$ cat config.mk
export PLATFORM = sky130hd
export DESIGN_NAME = mem_stage_ctrl_flat
export DESIGN_NICKNAME = d
export VERILOG_FILES = /design/src/rtl/mem_stage_ctrl_if.sv /design/src/rtl/mem_stage_ctrl.sv /design/src/flat_wrapper.sv
export SDC_FILE = /design/constraint.sdc
export NUM_CORES = 1
export LEC_CHECK = 0
export ABC_AREA = 1
export BUFFER_PORTS_ARGS = -buffer_cell sky130_fd_sc_hd__clkbuf_2
export CAP_MARGIN = 20
export CELL_PAD_IN_SITES_DETAIL_PLACEMENT = 0
export CELL_PAD_IN_SITES_GLOBAL_PLACEMENT = 2
export CORE_AREA = 2 2 204 206
export CTS_CLUSTER_SIZE = 16
export DETAILED_ROUTE_END_ITERATION = 16
export DIE_AREA = 0 0 206 208
export PLACE_DENSITY_LB_ADDON = 0.1
export SLEW_MARGIN = 10
export SYNTH_ARGS = -nofsm -noshare
export SYNTH_HDL_FRONTEND = slang
export SYNTH_SLANG_ARGS = --single-unit
$ cat constraint.sdc
create_clock -name clk -period 3.7 [get_ports clk]
set_input_delay 0.37 -clock clk [delete_from_list [all_inputs] [get_ports clk]]
set_output_delay 0.37 -clock clk [all_outputs]
set_load 0.01 [all_outputs]
$ cat src/rtl/mem_stage_ctrl_if.sv
// Data-memory port of the MEM stage: request/strobe/address/data out, load data and
// one-cycle completion pulse back.
interface mem_stage_ctrl_if #(
    parameter int DATA_W = 64
);
    logic              mem_req;
    logic              mem_we;
    logic [DATA_W-1:0] mem_addr;
    logic [DATA_W-1:0] mem_wdata;
    logic [DATA_W-1:0] mem_rdata;
    logic              mem_ack;

    modport master (
        output mem_req,
        output mem_we,
        output mem_addr,
        output mem_wdata,
        input  mem_rdata,
        input  mem_ack
    );

    modport slave (
        input  mem_req,
        input  mem_we,
        input  mem_addr,
        input  mem_wdata,
        output mem_rdata,
        output mem_ack
    );
endinterface

$ cat src/rtl/mem_stage_ctrl.sv
// MEM-stage controller: stalls the pipeline around a variable-latency data-memory
// access, captures load data, flags timeouts and gates branch redirects.
module mem_stage_ctrl #(
    parameter int DATA_W  = 64,
    parameter int TIMEOUT = 16
) (
    input  logic              clk,
    input  logic              arst_n,

    input  logic              valid_i,
    input  logic [DATA_W-1:0] aluout_i,
    input  logic [DATA_W-1:0] dreg2_i,
    input  logic              memread_i,
    input  logic              memwrite_i,
    input  logic              membranch_i,
    input  logic              zero_i,
    input  logic [63:0]       branchpc_i,

    mem_stage_ctrl_if.master  dmem,

    output logic [DATA_W-1:0] memreg_o,
    output logic              pipe_en,
    output logic              pcsrc_o,
    output logic [63:0]       branchpc_o,
    output logic              mem_err
);

    localparam int CNT_RAW = $clog2(TIMEOUT + 1);
    localparam int CNT_W   = (CNT_RAW > 5) ? CNT_RAW : 5;
    localparam logic [CNT_W-1:0] LAST_CNT = CNT_W'(TIMEOUT - 1);

    typedef enum logic [1:0] {
        S_IDLE,
        S_ACCESS,
        S_DONE,
        S_ERR
    } state_e;

    state_e            state_q, state_d;
    logic [CNT_W-1:0]  cnt_q, cnt_d;
    logic [DATA_W-1:0] memreg_q, memreg_d;
    logic              err_q, err_d;

    logic mem_op;
    logic is_load;

    assign mem_op  = valid_i & (memread_i | memwrite_i);
    // A store wins when both read and write are flagged, so only a pure read captures data.
    assign is_load = memread_i & ~memwrite_i;

    always_comb begin
        // NOTE: every variable assigned here gets a default first so no path infers a latch.
        state_d  = state_q;
        cnt_d    = cnt_q;
        memreg_d = memreg_q;
        err_d    = err_q;

        unique case (state_q)
            S_IDLE: begin
                if (mem_op) begin
                    state_d = S_ACCESS;
                    cnt_d   = '0;
                end
            end
            S_ACCESS: begin
                if (dmem.mem_ack) begin
                    state_d = S_DONE;
                    if (is_load) begin
                        memreg_d = dmem.mem_rdata;
                    end
                end else if (cnt_q == LAST_CNT) begin
                    state_d = S_ERR;
                    err_d   = 1'b1;
                end else begin
                    cnt_d = cnt_q + CNT_W'(1);
                end
            end
            S_DONE: begin
                state_d = S_IDLE;
            end
            S_ERR: begin
                state_d = S_ERR;
            end
            default: begin
                state_d = S_IDLE;
            end
        endcase
    end

    always_ff @(posedge clk or negedge arst_n) begin
        if (!arst_n) begin
            state_q  <= S_IDLE;
            cnt_q    <= '0;
            memreg_q <= '0;
            err_q    <= 1'b0;
        end else begin
            // NOTE: non-blocking assignments so every flop samples the pre-edge values.
            state_q  <= state_d;
            cnt_q    <= cnt_d;
            memreg_q <= memreg_d;
            err_q    <= err_d;
        end
    end

    // Bus outputs decode directly from the state flop, so an async reset drops mem_req at once.
    always_comb begin
        dmem.mem_req   = 1'b0;
        dmem.mem_we    = 1'b0;
        dmem.mem_addr  = '0;
        dmem.mem_wdata = '0;
        pipe_en        = 1'b0;

        unique case (state_q)
            S_IDLE: begin
                pipe_en = ~mem_op;
            end
            S_ACCESS: begin
                dmem.mem_req   = 1'b1;
                dmem.mem_we    = memwrite_i;
                dmem.mem_addr  = aluout_i;
                dmem.mem_wdata = dreg2_i;
            end
            S_DONE: begin
                pipe_en = 1'b1;
            end
            S_ERR: begin
                pipe_en = 1'b0;
            end
            default: begin
                pipe_en = 1'b0;
            end
        endcase
    end

    // A redirect is only allowed when the pipeline actually advances.
    assign pcsrc_o    = valid_i & membranch_i & zero_i & pipe_en;
    assign branchpc_o = branchpc_i;
    assign memreg_o   = memreg_q;
    assign mem_err    = err_q;

endmodule

$ cat src/flat_wrapper.sv
// flat-port wrapper written by rule: the top's interface ports become plain ports
module mem_stage_ctrl_flat 
#(
    parameter int DATA_W  = 64,
    parameter int TIMEOUT = 16
)
  (clk, arst_n, valid_i, aluout_i, dreg2_i, memread_i, memwrite_i, membranch_i, zero_i, branchpc_i, memreg_o, pipe_en, pcsrc_o, branchpc_o, mem_err, dmem_mem_req, dmem_mem_we, dmem_mem_addr, dmem_mem_wdata, dmem_mem_rdata, dmem_mem_ack);
  mem_stage_ctrl_if #(.DATA_W(DATA_W)) dmem_i ();
  input  logic clk;
  input  logic arst_n;
  input  logic valid_i;
  input  logic [DATA_W-1:0] aluout_i;
  input  logic [DATA_W-1:0] dreg2_i;
  input  logic memread_i;
  input  logic memwrite_i;
  input  logic membranch_i;
  input  logic zero_i;
  input  logic [63:0] branchpc_i;
  output logic [DATA_W-1:0] memreg_o;
  output logic pipe_en;
  output logic pcsrc_o;
  output logic [63:0] branchpc_o;
  output logic mem_err;
  output wire logic [$bits(dmem_i.mem_req)-1:0] dmem_mem_req;
  output wire logic [$bits(dmem_i.mem_we)-1:0] dmem_mem_we;
  output wire logic [$bits(dmem_i.mem_addr)-1:0] dmem_mem_addr;
  output wire logic [$bits(dmem_i.mem_wdata)-1:0] dmem_mem_wdata;
  input wire logic [$bits(dmem_i.mem_rdata)-1:0] dmem_mem_rdata;
  input wire logic [$bits(dmem_i.mem_ack)-1:0] dmem_mem_ack;
  assign dmem_mem_req = dmem_i.mem_req;
  assign dmem_mem_we = dmem_i.mem_we;
  assign dmem_mem_addr = dmem_i.mem_addr;
  assign dmem_mem_wdata = dmem_i.mem_wdata;
  assign dmem_i.mem_rdata = dmem_mem_rdata;
  assign dmem_i.mem_ack = dmem_mem_ack;
  mem_stage_ctrl #(.DATA_W(DATA_W), .TIMEOUT(TIMEOUT)) u_core (.clk(clk), .arst_n(arst_n), .valid_i(valid_i), .aluout_i(aluout_i), .dreg2_i(dreg2_i), .memread_i(memread_i), .memwrite_i(memwrite_i), .membranch_i(membranch_i), .zero_i(zero_i), .branchpc_i(branchpc_i), .dmem(dmem_i), .memreg_o(memreg_o), .pipe_en(pipe_en), .pcsrc_o(pcsrc_o), .branchpc_o(branchpc_o), .mem_err(mem_err));
endmodule
# Word-level counts from Yosys, hierarchy flattened
# Index checks and enable logic that the tools add are counted.
classes:
  add_sub_neg: 1
  reduce_logical: 6
  bitwise: 9
  mux: 13
  n_eq_ne: 8
op_table:
  columns: ["operator", "count"]
  rows:
  - ["64-bit two-way mux", 2]
  - ["5-bit two-way mux", 3]
  - ["5-bit case mux with 2 select lines", 1]
  - ["2-bit case mux with 4 select lines", 1]
  - ["2-bit two-way mux", 3]
  - ["3-bit AND reduction", 2]
  - ["5-bit by 1-bit adder with 5-bit output (second input constant)", 1]
  - ["1-bit AND", 5]
  - ["5-bit by 4-bit equality test with 1-bit output (second input constant)", 1]
  - ["2-bit equality test (second input constant)", 2]
  - ["2-bit != test (second input constant)", 2]
  - ["4-bit AND reduction", 1]
  - ["3-bit by 2-bit != test with 1-bit output (second input constant)", 1]
  - ["1-bit NOT", 3]
  - ["2-bit by 1-bit equality test with 1-bit output (second input constant)", 1]
  - ["2-bit logical NOT", 1]
  - ["1-bit two-way mux", 2]
  - ["2-bit by 1-bit != test with 1-bit output (second input constant)", 1]
  - ["1-bit case mux with 2 select lines", 1]
  - ["2-bit AND reduction", 1]
  - ["2-bit nonzero test", 1]
  - ["1-bit bitwise OR", 1]
word_totals:
  word_cells: 41
  register_bits: 72

# Longest topological paths before layout
# Gate-level depths: netlist of the first run.
logic_depth:
  depth_word: 5
  depth_mapped: 10
  mapped_depth_nobuf: 10

# Least setup slack after synthesis of the first run
# Ideal clock, no wire load.
synth_path:
  path_type: "register to register"
  start: "reg u_core.cnt_q[0]"
  end: "reg u_core.cnt_q[3]"
  setup_ns: 0.116
  setup_slack_ns: 2.241
  stages_incl_launch_ff: 11
  arrival_time_ns: 1.343
  cell_sequence: "dfrtp_1 > ha_1 > nand2_1 > nor2_1 > ha_1 > inv_1 > nor2_1 > inv_1 > nand2_1 > nand2_1 > nand2_1"
synth_via:
  elab_chain_len: 4
synth_rtl:
  columns: ["item", "line", "text"]
  rows:
  - ["start, declared", "mem_stage_ctrl.sv:40", "logic [CNT_W-1:0] cnt_q, cnt_d;"]
  - ["start signal, assigned", "mem_stage_ctrl.sv:99", "cnt_q <= cnt_d;"]
  - ["5-bit by 1-bit adder with 5-bit output", "mem_stage_ctrl.sv:75", "cnt_d = cnt_q + CNT_W'(1);"]
  - ["5-bit two-way mux", "mem_stage_ctrl.sv:71", "end else if (cnt_q == LAST_CNT) begin"]
  - ["5-bit two-way mux", "mem_stage_ctrl.sv:66", "if (dmem.mem_ack) begin"]
  - ["5-bit case mux with 2 select lines", "mem_stage_ctrl.sv:58", "unique case (state_q)"]
# Several ways; a longest one is shown, not always the timed one. The select of a mux whose other input is x is not followed.
# A chain may end at the register's enable or synchronous reset.

# Worst setup path in the final report of the first run
layout_path:
  start: "reg u_core.state_q[1]"
  end: "out dmem_mem_wdata[47]"
layout_via:
  elab_chain_len: 2
layout_rtl:
  columns: ["item", "line", "text"]
  rows:
  - ["start, declared", "mem_stage_ctrl.sv:39", "state_e state_q, state_d;"]
  - ["start signal, assigned", "mem_stage_ctrl.sv:98", "state_q <= state_d;"]
  - ["2-bit by 1-bit equality test with 1-bit output", "mem_stage_ctrl.sv:113", "unique case (state_q)"]
  - ["64-bit two-way mux", "mem_stage_ctrl.sv:113", null]
  - ["end, declared", "flat_wrapper.sv:27", "output wire logic [$bits(dmem_i.mem_wdata)-1:0] dmem_mem_wdata;"]
# No other way between the ends.

==> results of run 1 <==
## cells by family after synthesis
logic type / count (synthesis) / share of synthesized area
buffers and inverters: 294 / 0.304
adder cells (fa/ha/maj): 2 / 0.00525
flip-flops: 72 / 0.378
AO/OA/AOI/OAI: 70 / 0.121
AND/OR/NAND/NOR: 237 / 0.191
## where the power goes
group          switching, mW  total (mW)  internal, mW
clock                  0.378       0.974         0.596
combinational           1.39        2.25         0.859
sequential             0.194        1.30          1.11
total                   1.97        4.53          2.56
## state kept, by name, indices dropped and copies added (netlist names)
signal           cells
u_core.mem_err       1
u_core.state_q       2
u_core.memreg_o     64
u_core.cnt_q         5
## metrics by stage
stage,cells,hold slack [ps],power (mW)
global placement,1516,470,3.72
global route,1534,148,4.94
floorplan,675,74.4,2.58
CTS,1532,133,4.68
finish,1534,89.7,4.53
detailed placement,1516,467,3.66
## final timing paths
path	startpoint	to
max reg2reg	u_core.state_q[0]	u_core.memreg_o[9]
max in group asynchronous	arst_n	u_core.memreg_o[10]
min reg2reg	u_core.cnt_q[3]	u_core.cnt_q[3]
min	arst_n	u_core.memreg_o[49]
min in group clk	dmem_mem_rdata[14]	u_core.memreg_o[14]
max	u_core.state_q[1]	dmem_mem_wdata[47]
## worst max-delay path, cell delays in order (launching register included)
cell,delay (ps)
dfrtp_1,440
inv_1,100
nand2_4,600
buf_12,330
nor2_1,90
clkbuf_2,150
## metal layers
metal  up-vias  GRT usage
li1       2474          -
met2       273      0.174
met4         6     0.0288
met5         -          0
met3        33     0.0508
met1      2173     0.0916
## cells in the final DEF (no fill, tap or decap)
master / n
clkbuf_2: 395
nand3b_1: 1
dfrtp_1: 72
inv_2: 1
clkbuf_1: 1
o21ai_2: 60
o21bai_1: 1
bufinv_16: 2
o21ai_0: 3
clkbuf_16: 9
nor2_1: 139
clkinvlp_4: 1
buf_6: 1
buf_4: 3
nor2_4: 1
buf_12: 3
inv_1: 201
o21ai_1: 4
nand3_1: 6
nand4_1: 1
ha_1: 2
clkinv_4: 1
nand2_1: 88
a21oi_1: 2
inv_8: 1
clkinv_2: 1
nand2_4: 1
diode_2: 1
## final cells by class
class / instances / area, um^2 / share of cell area
Sequential cell: 72 / 1800 / 0.252
Antenna cell: 1 / 2.50 / 0.000350
Clock buffer: 10 / 229 / 0.0321
Multi-Input combinational cell: 309 / 1520 / 0.213
Clock inverter: 6 / 92.6 / 0.0130
Tap cell: 532 / 666 / 0.0932
Inverter: 202 / 758 / 0.106
Timing Repair Buffer: 402 / 2070 / 0.290
==> results.ini, run 1 <==
[run_status]
status=finished clean

[clock_network]
cts_tree=yes
clockBufferDepth=2
cts_setup_buffers=0
cts_root_buf=clkbuf_16
ctsHoldBuffers=0
clk_latency_ps=340
clock_sinks=72
htree_levels=3
cts_resized=0
clkTransAtPathRegs_ps=70
cts_made_buffers=9

[logic_synthesis]
synth_nets=941
yosysSeqAreaShare=0.378
netlist_top_cells_area=dfrtp_1 38%, inv_1 16%, o21ai_2 11%
synthTopCellsByCount=201 x inv_1, 139 x nor2_1, 89 x nand2_1
netlist_instances=675
synth-async-reset-ratio=1.00
synth_edf_count=0
syn_area_mm2=0.00476
yosysWarnings=0
synth_top_area_frac=0.378
avgSynthCellArea_um2=7.06
synth_cell_type_count=19
synth_top_cell_by_area=dfrtp_1
synth_ff_type=dfrtp_1
yosys_register_bits=72
synth.most_common_cell=inv_1

[route]
dr.first_iter.drc_count=167
wl_um=21400
wl_per_cell_um=14.0
route.met2.wl_um=11000
drcViolationCount=0
wl_met1_um=7290
top_layer=met5
vias=4959
met3_wirelength_um=2770
vias_per_cell=3.23
drtPass1Iterations=4
ant_nets=0

[finish]
fin_nets=1262
fillCellCount=4794
fin_util=0.176
area_growth_syn_to_layout_pct=49.9
drive_gt1_frac=0.480
final_area_mm2=0.00714

[global_routing]
grt_max_degree=74
grt_pass1_vias=4955
overflow=0
grt_antenna_before_repair=4
gr-usage-all-layers=0.0955
grt_pass1_wl_um=30600

[sta]
final_hold_viol_count=0
fin_ws_ps=1190
relSlewSlack=0.442
finalClockSkew_ps=9.80
fmaxAchievable_mhz=399
tightestPinTransition_ps=838
fin_setup_tns_ps=0
period_minus_slack_ps=2510
post-route-period-util=0.677
grt_setup_unrepaired=no
report.final.slew_viol_count=0
setup_viol=0

[pwr]
power.density_mw_per_mm2=634
max-vdd-ir-drop_mv=0.205
p_leak_nw=4.62

[place]
dp_slack_ps=1370
dpl.hpwl_um=17900
gp_congestion=0.712
portBuffers=396
dpl_cell_area_mm2=0.00681

[worst_setup_path]
reg2reg_depth=7
path_max_fanout=73
critical_path_arrival_ps=2140
endpoint_kind=output port
r2r_setup_slack_ps=1740
required_ps=3330
crit_type=flip-flop to output port
startpoint_type=flip-flop

[floorplanning]
num_rows=74
die_w_um=206
die-area_mm2=0.0428
coreArea_mm2=0.0406
start_util=0.117
chipHeight_um=208
io_pins=525

[job]
max-cap-violations=0

[hold_path]
min-delay-path-class=primary input to async pin

(Power assumes the default switching activity.)
==> run 2, diff against run 1 <==
--- a/config.mk
+++ b/config.mk
@@ -10,10 +10,10 @@
 export CAP_MARGIN = 20
 export CELL_PAD_IN_SITES_DETAIL_PLACEMENT = 0
 export CELL_PAD_IN_SITES_GLOBAL_PLACEMENT = 2
-export CORE_AREA = 2 2 204 206
+export CORE_AREA = 2 2 205 207
 export CTS_CLUSTER_SIZE = 16
 export DETAILED_ROUTE_END_ITERATION = 16
-export DIE_AREA = 0 0 206 208
+export DIE_AREA = 0 0 207 209
 export PLACE_DENSITY_LB_ADDON = 0.1
 export SLEW_MARGIN = 10
 export SYNTH_ARGS = -nofsm -noshare
==> constraint.sdc (replaced) <==
create_clock -name clk -period 2.05 [get_ports clk]
set_input_delay 0.205 -clock clk [delete_from_list [all_inputs] [get_ports clk]]
set_output_delay 0.205 -clock clk [all_outputs]
set_load 0.01 [all_outputs]
==> run 2 against run 1 <==
Compared with the run above:
- non-clock buffer count up 2
- die area grew 0.97%
- global-route usage fell by 0.23 points
==> results.ini, run 2 (synthesis gave the netlist of run 1 again) <==
[finish]
fillCellCount=4838  ; +0.92%
largest_reg_flops=64  ; unchanged
fin_nets=1264  ; +0.16%
stdcell_count=1543  ; +0.59%
final_area_mm2=0.00715  ; about the same
multi_input_area_mm2=0.00152  ; unchanged
layout_common_cells=395 x clkbuf_2, 201 x inv_1, 139 x nor2_1
drive_gt1_frac=0.479  ; about the same
ff_latch_area_mm2=0.00180  ; unchanged
area_growth_syn_to_layout_pct=50.0  ; about the same
layout_commonest_cell=clkbuf_2

[worst_setup_path]
crit_type=flip-flop to output port
reg2reg_depth=10  ; +3
slowest_delay_ps=430  ; -170 ps
slowest_stage=dfrtp_1
setup.worst_path.start=u_core.state_q[1]
path_max_fanout=58  ; -21%
startpoint_type=flip-flop
cp_cell_sequence=inv_1, nand2_4, buf_12, nor2_1, clkbuf_2
required_ps=1850  ; -1480 ps
endpoint_kind=output port
critical_path_arrival_ps=1620  ; -520 ps
r2r-start=u_core.cnt_q[0]

[sta]
fin_setup_tns_ps=0  ; unchanged
period_minus_slack_ps=1820
setup_viol=0  ; unchanged
grt_setup_unrepaired=no
report.final.slew_viol_count=0  ; unchanged
fmaxAchievable_mhz=549
post-route-period-util=0.888
final_hold_viol_count=0  ; unchanged
relSlewSlack=0.512  ; +0.0704
tightestPinTransition_ps=732  ; -106 ps
finalClockSkew_ps=10.6  ; +0.851 ps
hold_ws_ps=83.9  ; -5.81 ps

[place]
dp_cells=1525  ; +0.59%
portBuffers=396  ; unchanged
gp_congestion=0.697  ; -2.1%
dpl_cell_area_mm2=0.00684  ; +0.53%
dpl.hpwl_um=17200  ; -3.7%

[clock_network]
clockBufferDepth=2  ; unchanged
htree_levels=3  ; unchanged
clk_latency_ps=340  ; about the same
cts_resized=0  ; unchanged
clkTransAtPathRegs_ps=60  ; about the same
cts_root_buf=clkbuf_16
cts_setup_buffers=0  ; unchanged
ctsHoldBuffers=1  ; +1
cts_made_buffers=9  ; unchanged
clock_sinks=72  ; unchanged
cts_tree=yes

[floorplanning]
num_rows=75  ; +1.4%
die-area_mm2=0.0433  ; +0.97%
io_pins=525  ; unchanged
die_w_um=207  ; +0.49%
start_util=0.115  ; -0.00209
coreArea_mm2=0.0413  ; +1.8%
chipHeight_um=209  ; +0.48%

[pwr]
p_leak_nw=4.62  ; -0.18%
power.total_mw=8.01  ; +77%
max-vdd-ir-drop_mv=0.376  ; +84%
power.density_mw_per_mm2=1120  ; +77%

[hold_path]
hold_depth=3
hold_path_startpoint=dmem_mem_rdata[15]
min-delay-path-class=primary input to flip-flop

[global_routing]
grt_pass1_wl_um=30900  ; +1.2%
grt_antenna_before_repair=3  ; -1
overflow=0  ; unchanged
grt_max_degree=129  ; +74%
gr-usage-all-layers=0.0932  ; -0.00231
grt_pass1_vias=4997  ; +0.85%

[route]
dr.first_iter.drc_count=147  ; -12%
wl_per_cell_um=13.4  ; -4.0%
drcViolationCount=0  ; unchanged
drtPass1Iterations=4  ; unchanged
wl_um=20700  ; -3.5%
ant_nets=0  ; unchanged
vias_per_cell=3.17  ; -2.0%
vias=4888  ; -1.4%

[run_status]
status=finished clean

[job]
max-cap-violations=0  ; unchanged

## run 2: worst paths after layout
kind	to	slack, ps
setup / recovery	dmem_mem_wdata[28]	230
hold / removal	u_core.memreg_o[15]	80
setup reg to reg	u_core.cnt_q[4]	400
hold reg to reg	u_core.memreg_o[27]	480
max in group asynchronous	u_core.memreg_o[12]	1210
min in group asynchronous	u_core.memreg_o[53]	250
## run 2: power breakdown
| group | total, mW | switching (mW) | internal, mW | leakage (nW) |
|---|---|---|---|---|
| clock | 1.59 | 0.648 | 0.937 | 0.135 |
| sequential | 2.34 | 0.342 | 2.00 | 0.919 |
| combinational | 4.09 | 2.49 | 1.60 | 3.56 |
## run 2: cell type report
type / instances / share of cell area
inverter: 202 / 0.106
clock inverter: 5 / 0.00823
sequential: 72 / 0.252
multi-input combinational: 309 / 0.213
antenna: 2 / 0.000700
clock buffer: 10 / 0.0320
tap: 539 / 0.0944
timing repair buffer: 404 / 0.293
## run 2: metal layers
metal	GRT usage	vias up	wire (um)
met2	0.156	293	10100
met1	0.0972	2089	7460
met5	0	-	13
met3	0.0556	35	2720
li1	-	2469	-
met4	0.0305	2	423
## run 2: through the flow
stage	worst slack, ps	utilization
global placement	385	0.166
finish	230	0.173
floorplan	591	-
global route	88.1	0.173
CTS	170	0.173
detailed placement	397	0.166
## run 2: critical path, delay by kind of cell, from the launching register on
kind	cells	cell delay, ps
buf+inv	3	500
simple gates	2	320
flops	1	430
==> run 3, diff against run 2 <==
--- a/config.mk
+++ b/config.mk
@@ -6,7 +6,7 @@
 export NUM_CORES = 1
 export LEC_CHECK = 0
 export ABC_AREA = 1
-export BUFFER_PORTS_ARGS = -buffer_cell sky130_fd_sc_hd__clkbuf_2
+export BUFFER_PORTS_ARGS = -buffer_cell sky130_fd_sc_hd__buf_2
 export CAP_MARGIN = 20
 export CELL_PAD_IN_SITES_DETAIL_PLACEMENT = 0
 export CELL_PAD_IN_SITES_GLOBAL_PLACEMENT = 2
==> run 3 against run 2 <==
Compared with the run above:
- design area up 1.5%
- first-iteration DRC count increased by 28%
- via count grew 0.70%
- utilization grew 0.27 points
- sequential share of layout area is 0.38 points lower
- sequential cell count unchanged
- critical endpoint is now dmem_mem_wdata[55]
- largest cell class unchanged
==> results.ini, run 3 (synthesis gave the netlist of run 1 again) <==
[job]
max-cap-violations=0  ; unchanged

[finish]
layout_commonest_cell=buf_2
largest_reg_flops=64  ; unchanged
area_growth_syn_to_layout_pct=52.3
stdcell_count=1550  ; +0.45%
drive_gt1_frac=0.483  ; +0.00358
layout_common_cells=395 x buf_2, 201 x inv_1, 139 x nor2_1
fin_nets=1269  ; +0.40%

[worst_setup_path]
cp_cell_sequence=inv_1, nand2_4, buf_12, nor2_1, buf_2
required_ps=1850  ; about the same
crit_buf_inv=3  ; unchanged
slowest_delay_ps=440  ; about the same
endpoint_kind=output port
path_max_fanout=51  ; -12%
startpoint_type=flip-flop
crit_family=buffers and inverters
critical_path_arrival_ps=1690  ; +70 ps
crit_type=flip-flop to output port
slowest_stage=dfrtp_1

[pwr]
power.density_mw_per_mm2=1150  ; +2.7%
p_seq_frac=0.279  ; -0.013
p_leak_nw=4.74  ; +2.7%
max-vdd-ir-drop_mv=0.384  ; +2.0%
sw_frac_of_total=0.420  ; -0.0145
pwr-share-clk=0.230  ; +0.032
p_sw_mw=3.51  ; +0.84%
p_int_mw=4.85  ; +7.0%
combinationalPowerShare=0.491  ; -0.019

[sta]
tightestPinTransition_ps=438  ; -293 ps
setup_viol=0  ; unchanged
fin_setup_tns_ps=0  ; unchanged
period_minus_slack_ps=1890  ; +73.7 ps
finalClockSkew_ps=11.0  ; +0.332 ps
post-route-period-util=0.924  ; +0.0360
fmaxAchievable_mhz=528  ; -3.9%
hold_ws_ps=90.9  ; +7.02 ps
final_hold_viol_count=0  ; unchanged
relSlewSlack=0.708  ; +0.196
report.final.slew_viol_count=0  ; unchanged
grt_setup_unrepaired=no

[route]
ant_nets=0  ; unchanged
wl_um=21200  ; +2.4%
drcViolationCount=0  ; unchanged
vias=4922  ; +0.70%
dr.first_iter.drc_count=188  ; +28%
wl_per_cell_um=13.7  ; +1.9%
drtPass1Iterations=4  ; unchanged
vias_per_cell=3.18  ; +0.24%

[place]
gp_congestion=0.695  ; -0.34%
dpl.hpwl_um=17500  ; +1.5%
portBuffers=396  ; unchanged
dp_cells=1530  ; +0.33%

[clock_network]
htree_levels=3  ; unchanged
cts_tree=yes
cts_resized=0  ; unchanged
clock_sinks=72  ; unchanged
clockBufferDepth=2  ; unchanged
clkTransAtPathRegs_ps=70  ; about the same
clk_latency_ps=350  ; about the same
cts_root_buf=clkbuf_16
cts_made_buffers=9  ; unchanged

[floorplanning]
coreArea_mm2=0.0413  ; unchanged
num_rows=75  ; unchanged
die_w_um=207  ; unchanged
io_pins=525  ; unchanged
die-area_mm2=0.0433  ; unchanged
start_util=0.115  ; unchanged
chipHeight_um=209  ; unchanged

[global_routing]
grt_antenna_before_repair=9  ; +6
grt_max_degree=73  ; -43%
gr-usage-all-layers=0.0943  ; +0.00102
grt_pass1_vias=4876  ; -2.4%
grt_pass1_wl_um=31000  ; +0.27%
overflow=0  ; unchanged

[run_status]
status=finished clean

[hold_path]
min-delay-path-class=primary input to flip-flop

## run 3: changes by cell type in the layout (fill, tap and decap cells not counted), sizes merged
cell and change:
buf +400, bufinv +2, clkinvlp -2, clkbuf -395
diode +2, inv +1, clkinv -1
## run 3: what timing repair did
item,CTS,global route
buffers inserted,0,0
hold endpoints to repair,72,0
hold buffers,1,0
## run 3: area by class of cell
class / instances / area, um^2
Clock inverter: 5 / 104
Inverter: 202 / 758
Antenna cell: 4 / 10.0
Clock buffer: 10 / 239
Tap cell: 539 / 674
Timing Repair Buffer: 409 / 2150
Multi-Input combinational cell: 309 / 1520
Fill cell: 4884 / 34000
Sequential cell: 72 / 1800
## run 3: routing by layer
| metal | vias to the layer above | GRT usage | part of all wire |
|---|---|---|---|
| met3 | 33 | 0.0574 | 0.13 |
| met4 | 8 | 0.0298 | 0.021 |
| met2 | 290 | 0.160 | 0.48 |
| li1 | 2488 | - | - |
| met1 | 2103 | 0.0964 | 0.36 |
| met5 | - | 0 | 0.0024 |
## run 3: worst register-to-register path: stages, from the launching register on
cell and delay, ps:
dfrtp_1 420, ha_1 220, nand2_1 70, nor2_1 50, ha_1 220, inv_1 80, nor2_1 50, inv_1 150
nand2_1 150, nand2_1 90, nand2_1 50
## run 3: power groups by stage
| stage | Combinational [mW] | Clock [mW] | Sequential [mW] |
|---|---|---|---|
| 3_5_place_dp | 4.25 | 0 | 2.37 |
| 4_1_cts | 4.26 | 2.00 | 2.35 |
| 3_3_place_gp | 4.34 | 0 | 2.36 |
| 5_1_grt | 4.59 | 2.06 | 2.42 |
| 2_1_floorplan | 2.07 | 0 | 2.59 |
| 6_report | 4.11 | 1.92 | 2.33 |
## run 3: final timing paths
| kind | from | to | slack (ps) | cells past startpoint |
|---|---|---|---|---|
| max | u_core.state_q[1] | dmem_mem_wdata[55] | 160 | 5 |
| min | dmem_mem_rdata[27] | u_core.memreg_o[27] | 90 | 3 |
| max reg2reg | u_core.cnt_q[0] | u_core.cnt_q[4] | 380 | 10 |
| min reg2reg | u_core.memreg_o[9] | u_core.memreg_o[9] | 470 | 2 |
| max in group asynchronous | arst_n | u_core.memreg_o[63] | 1270 | 3 |
| min in group asynchronous | arst_n | u_core.memreg_o[53] | 430 | 3 |
## run 3: through the flow
step                setup WS [ps]  cell area, um^2  total power, mW   util
floorplan                     591             4760             4.66      -
global placement              368             6890             6.71  0.167
detailed placement            388             6890             6.62  0.167
CTS                          92.5             7250             8.61  0.175
global route                 9.65             7250             9.08  0.175
finish                        156             7260             8.36  0.176
